`config.mk`:
```
export PLATFORM = sky130hd
export DESIGN_NAME = cache_mem_arbiter
export DESIGN_NICKNAME = d
export VERILOG_FILES = /design/src/rtl/cache_mem_arbiter.sv
export SDC_FILE = /design/constraint.sdc
export NUM_CORES = 1
export LEC_CHECK = 0
export CAP_MARGIN = 20
export CORE_AREA = 2 2 545 547
export CTS_BUF_LIST = sky130_fd_sc_hd__clkbuf_2
export DETAILED_ROUTE_END_ITERATION = 16
export DIE_AREA = 0 0 547 549
export PLACE_DENSITY = 0.3
export SLEW_MARGIN = 40
export SYNTH_ARGS = -nofsm -noshare
export SYNTH_HDL_FRONTEND = slang
export SYNTH_SLANG_ARGS = --single-unit
```
`constraint.sdc`:
```
create_clock -name clk -period 3.95 [get_ports clk]
set_clock_uncertainty 0.1 [all_clocks]
set_input_delay 0.79 -clock clk [delete_from_list [all_inputs] [get_ports clk]]
set_output_delay 0.79 -clock clk [all_outputs]
set_load 0.02 [all_outputs]
```
`src/rtl/cache_mem_arbiter.sv`:
```
// ---------------------------------------------------------------------------
// cache_mem_arbiter
// Shares one physical-memory line port between the I-cache (line reads only)
// and the D-cache (line reads and writebacks). One requester is served at a
// time. The granted request is copied into registers that drive the memory
// port. The memory response goes back to the granted requester only. When
// both caches are waiting, the grant alternates between them.
//
// Ports
//   clk, rst                 clock, synchronous active-high reset
//   icache_read/address      I-cache line read request (held until resp)
//   icache_rdata/resp        line data / completion to the I-cache
//   dcache_read/write        D-cache request (held until resp)
//   dcache_address/wdata     D-cache line address / writeback data
//   dcache_rdata/resp        line data / completion to the D-cache
//   pmem_read/write          memory command from the latched request
//   pmem_address/wdata       memory address / write data from the latch
//   pmem_rdata/resp          memory read data / transfer complete
// ---------------------------------------------------------------------------
module cache_mem_arbiter #(
    parameter int LINE_W = 256,
    parameter int ADDR_W = 32
) (
    input  logic              clk,
    input  logic              rst,
    input  logic              icache_read,
    input  logic [ADDR_W-1:0] icache_address,
    output logic [LINE_W-1:0] icache_rdata,
    output logic              icache_resp,
    input  logic              dcache_read,
    input  logic              dcache_write,
    input  logic [ADDR_W-1:0] dcache_address,
    input  logic [LINE_W-1:0] dcache_wdata,
    output logic [LINE_W-1:0] dcache_rdata,
    output logic              dcache_resp,
    output logic              pmem_read,
    output logic              pmem_write,
    output logic [ADDR_W-1:0] pmem_address,
    output logic [LINE_W-1:0] pmem_wdata,
    input  logic [LINE_W-1:0] pmem_rdata,
    input  logic              pmem_resp
);

    typedef enum logic [1:0] {IDLE, SERVE_I, SERVE_D, COOL} state_e;

    state_e              state_q, state_d;
    logic                last_d_q, last_d_d;      // 1: last completed grant went to the D-cache
    logic                op_read_q, op_read_d;
    logic                op_write_q, op_write_d;
    logic [ADDR_W-1:0]   addr_q, addr_d;
    logic [LINE_W-1:0]   wdata_q, wdata_d;

    logic d_pend;
    logic grant_i, grant_d;

    assign d_pend  = dcache_read | dcache_write;
    // On contention, give the grant to the requester that was not served last.
    assign grant_i = icache_read & (~d_pend | last_d_q);
    assign grant_d = d_pend & (~icache_read | ~last_d_q);

    assign icache_rdata = pmem_rdata;
    assign dcache_rdata = pmem_rdata;
    assign pmem_address = addr_q;
    assign pmem_wdata   = wdata_q;

    always_comb begin
        state_d     = state_q;
        last_d_d    = last_d_q;
        op_read_d   = op_read_q;
        op_write_d  = op_write_q;
        addr_d      = addr_q;
        wdata_d     = wdata_q;
        pmem_read   = 1'b0;
        pmem_write  = 1'b0;
        icache_resp = 1'b0;
        dcache_resp = 1'b0;
        case (state_q)
            IDLE: begin
                if (grant_i) begin
                    state_d    = SERVE_I;
                    op_read_d  = 1'b1;
                    op_write_d = 1'b0;
                    addr_d     = icache_address;
                end else if (grant_d) begin
                    state_d    = SERVE_D;
                    // Read and write both high is illegal; it is served as a writeback.
                    op_read_d  = dcache_read & ~dcache_write;
                    op_write_d = dcache_write;
                    addr_d     = dcache_address;
                    wdata_d    = dcache_wdata;
                end
            end
            SERVE_I: begin
                pmem_read = 1'b1;
                if (pmem_resp) begin
                    // A reset in the completion cycle aborts the transfer silently.
                    icache_resp = ~rst;
                    last_d_d    = 1'b0;
                    state_d     = COOL;
                end
            end
            SERVE_D: begin
                pmem_read  = op_read_q;
                pmem_write = op_write_q;
                if (pmem_resp) begin
                    dcache_resp = ~rst;
                    last_d_d    = 1'b1;
                    state_d     = COOL;
                end
            end
            // One dead cycle lets the served cache drop its request before re-arbitration.
            COOL:    state_d = IDLE;
            default: state_d = IDLE;
        endcase
    end

    always_ff @(posedge clk) begin
        if (rst) begin
            state_q    <= IDLE;
            last_d_q   <= 1'b0;
            op_read_q  <= 1'b0;
            op_write_q <= 1'b0;
            addr_q     <= '0;
            wdata_q    <= '0;
        end else begin
            state_q    <= state_d;
            last_d_q   <= last_d_d;
            op_read_q  <= op_read_d;
            op_write_q <= op_write_d;
            addr_q     <= addr_d;
            wdata_q    <= wdata_d;
        end
    end

endmodule

```
==> run_results.csv <==
group,metric,value,unit
status,run_status,"finished clean",
yosys,synth_sequential_area_ratio,37.9,%
clock_network,tritoncts.num_buffers,105,
clock_network,clockBufferDepth,4,
drt,wl_met2,66400,um
yosys,synth_area_leader_cell,"sky130_fd_sc_hd__dfxtp_1",
finish,syn2layout_area_growth,79.8,%
yosys,number_of_distinct_library_cells_after_synthesis,35,
grt,grt-ovfl-total,0,
placement,routabilityCongestion,0.825,
sta,final.hold.worst_slack,0.357,ns
drt,post-route-drc-count,0,
yosys,synth.cell_area,15500,um^2
clock_network,htree_num_levels,3,
yosys,synth_fp_nets,2489,
finish,num-fill-cells,34400,
worst_setup_path,path_cells,"clkdlybuf4s50_1",
power,leakage_component_of_the_power,9.22,nW
drt,routedLengthMet1,45000,um
clock_network,clock-root-buffer,"sky130_fd_sc_hd__clkbuf_2",
yosys,synth.ff_latch_count,293,
worst_setup_path,critPathArrivalTime,2.68,ns
die,design.die.area,300000,um^2
finish,combined_area_of_the_multi_input_logic_cells,4810,um^2
die,num_rows,200,
worst_setup_path,start_kind,"flop",
clock_network,clkSlewWorstSetupHoldPaths,0.09,ns
grt,gr-usage-all-layers,9.43,%
yosys,syn_avg_cell_area,8.13,um^2
placement,placement.setup.worst_slack,0.611,ns
drt,detail_route.iter0.violations,813,
power,power_density,539,nW/um^2
grt,grt_antenna_before_repair,54,
finish,layout-drive-gt1-share,9.78,%
finish,nNetsFinal,3043,
placement,dp_hpwl,122000,um
sta,post-route-period-util,90.3,%
placement,port_buffers,617,
sta,max_transition_margin,42.1,%
yosys,edff_count_synth,0,
die,core_region_area,295000,um^2
worst_setup_path,worst_path_largest_cell_delay,0.69,ns
sta,final_setup_tns,0,ns
drt,drt-wirelength-per-cell,22.8,um
die,starting_density_of_the_core,5.24,%
die,floorplan.io_pins,1386,
finish,layout.area.seq,5870,um^2
worst_setup_path,max_fo_critical_path,2,
clock_network,cts_num_sinks,293,
yosys,synthFlopType,"sky130_fd_sc_hd__dfxtp_1",
finish,mostFrequentLayoutCell,"sky130_fd_sc_hd__clkdlybuf4s50_1",
yosys,synth-async-reset-ratio,0,%
sta,rsz0062_at_grt,"true",
sta,timing.fmax,280,MHz
power,power.ir.vdd_worst,316,uV
placement,place.detailed.instances,5851,
sta,timing.final.max_slew_violations,0,
worst_setup_path,critPathTopFamily,"buffers and inverters",
sta,hold_violations,0,
worst_setup_path,cp-end-kind,"output pin",
drt,number_of_optimization_iterations_in_the_first_detailed_route_pass,5,
drt,routed_wl,148000,um
worst_setup_path,cp.required,3.06,ns
grt,first_global_vias,17000,
power,total_power,0.0150,W
clock_network,cts_tree,"built",
yosys,synth_top_area_share,37.9,%
worst_setup_path,crit_path_top_delay_cell,"sky130_fd_sc_hd__clkdlybuf4s50_1",
finish,fin_cells,6479,
worst_setup_path,worstPathBufferInverterCount,1,
yosys,synth.area.top_cells,"sky130_fd_sc_hd__dfxtp_1, sky130_fd_sc_hd__buf_4, sky130_fd_sc_hd__o21ai_0, sky130_fd_sc_hd__nand3_1, sky130_fd_sc_hd__a21oi_1",
drt,drt.antenna.violating_nets,0,
drt,num_vias,16500,
hold_path,hold_path.class,"in2reg",
finish,most-common-layout-cells,"sky130_fd_sc_hd__clkdlybuf4s50_1, sky130_fd_sc_hd__dlygate4sd3_1, sky130_fd_sc_hd__o21ai_0",
drt,viasPerCell,2.55,
die,die_height,549,um
grt,grt_start_max_net_pins,127,
worst_setup_path,critical_path_class,"reg2out",
sta,period_needed,3.57,ns
flow_run,cap_viol_max_count,0,
die,floorplan.die.width,547,um
drt,wl_met3,26300,um
sta,worst_case_setup_margin_in_the_final_layout,0.382,ns
yosys,synthCells,1903,
sta,max_slew.worst_pin.slew,0.872,ns
sta,total_setup_violations_reported_at_the_end_of_the_flow,0,
yosys,yosysWarnings,0,
drt,topRoutingLayerUsed,"met5",
clock_network,insertion_delay,1.46,ns
grt,grt_pass1_wl,184000,um
-- cell type report --
| cell class | instances | area share (%) |
|---|---|---|
| clock inverter | 25 | 0.391 |
| tap | 3939 | 17.7 |
| antenna | 14 | 0.126 |
| timing repair buffer | 1124 | 40.6 |
| inverter | 5 | 0.0675 |
| sequential | 293 | 21.1 |
| clock buffer | 151 | 2.72 |
| multi-input combinational | 928 | 17.3 |
-- synth_stat cells (2+ instances only) --
| master | instances |
|---|---|
| sky130_fd_sc_hd__buf_4 | 520 |
| sky130_fd_sc_hd__o21ai_0 | 319 |
| sky130_fd_sc_hd__dfxtp_1 | 293 |
| sky130_fd_sc_hd__nand3_1 | 288 |
| sky130_fd_sc_hd__a21oi_1 | 257 |
| sky130_fd_sc_hd__clkbuf_1 | 70 |
| sky130_fd_sc_hd__buf_2 | 59 |
| sky130_fd_sc_hd__a31oi_1 | 32 |
| sky130_fd_sc_hd__buf_6 | 13 |
| sky130_fd_sc_hd__buf_8 | 11 |
| sky130_fd_sc_hd__inv_1 | 5 |
| sky130_fd_sc_hd__buf_1 | 4 |
| sky130_fd_sc_hd__ha_1 | 4 |
| sky130_fd_sc_hd__nor2_1 | 4 |
| sky130_fd_sc_hd__and3_1 | 2 |
| sky130_fd_sc_hd__nor2b_1 | 2 |
| sky130_fd_sc_hd__o32ai_1 | 2 |
-- flip-flops by register name, indices dropped and copies added, names as in the netlist --
register	flops
pmem_wdata	256
state_q	2
pmem_address	32
last_d_q	1
op_read_q	1
op_write_q	1
-- cell families after synthesis --
kind of cell / after synthesis / share of synthesized area (%)
buffers and inverters: 682 / 31.1
muxes: 1 / 0.0647
and+or+nand+nor: 303 / 9.89
adders and majority gates: 4 / 0.324
DFF: 293 / 37.9
AOI/OAI and AO/OA: 620 / 20.7
-- path summary, 6_finish.rpt --
path,to,from,slack (ns),depth (start not counted)
worst min-delay path,pmem_wdata[25],dcache_wdata[25],0.36,4
worst min register to register,pmem_wdata[11],pmem_wdata[11],0.38,2
worst max-delay path,pmem_wdata[41],pmem_wdata[41],0.38,1
worst max register to register,pmem_wdata[18],state_q[0],0.76,9
-- report_power, final --
group / leakage (nW) / switching (W) / internal, W
Combinational: 6.12 / 0.00477 / 0.00316
Sequential: 2.41 / 0.000499 / 0.00374
Clock: 0.682 / 0.00180 / 0.00102
-- layer usage --
layer	up-vias	track usage [%]
li1	7223	-
met1	7630	8.09
met2	1154	15.1
met3	475	7.59
met4	10	5.70
met5	-	0.617
-- what timing repair did --
action / in CTS / in global routing
buffers inserted: 0 / 0
hold buffers: 437 / 0
hold endpoints to repair: 293 / 0
gates resized for setup: 81 / 2
setup endpoints to repair: 68 / 3
pin swaps: 0 / 0
-- through the flow --
step           utilization (%)  cell area, um^2
2_1_floorplan                -            15500
3_3_place_gp              7.65            22600
3_5_place_dp              7.65            22600
4_1_cts                   9.40            27700
5_1_grt                   9.42            27800
6_report                  9.42            27800
No activity file was read; power rests on OpenSTA's default activity.
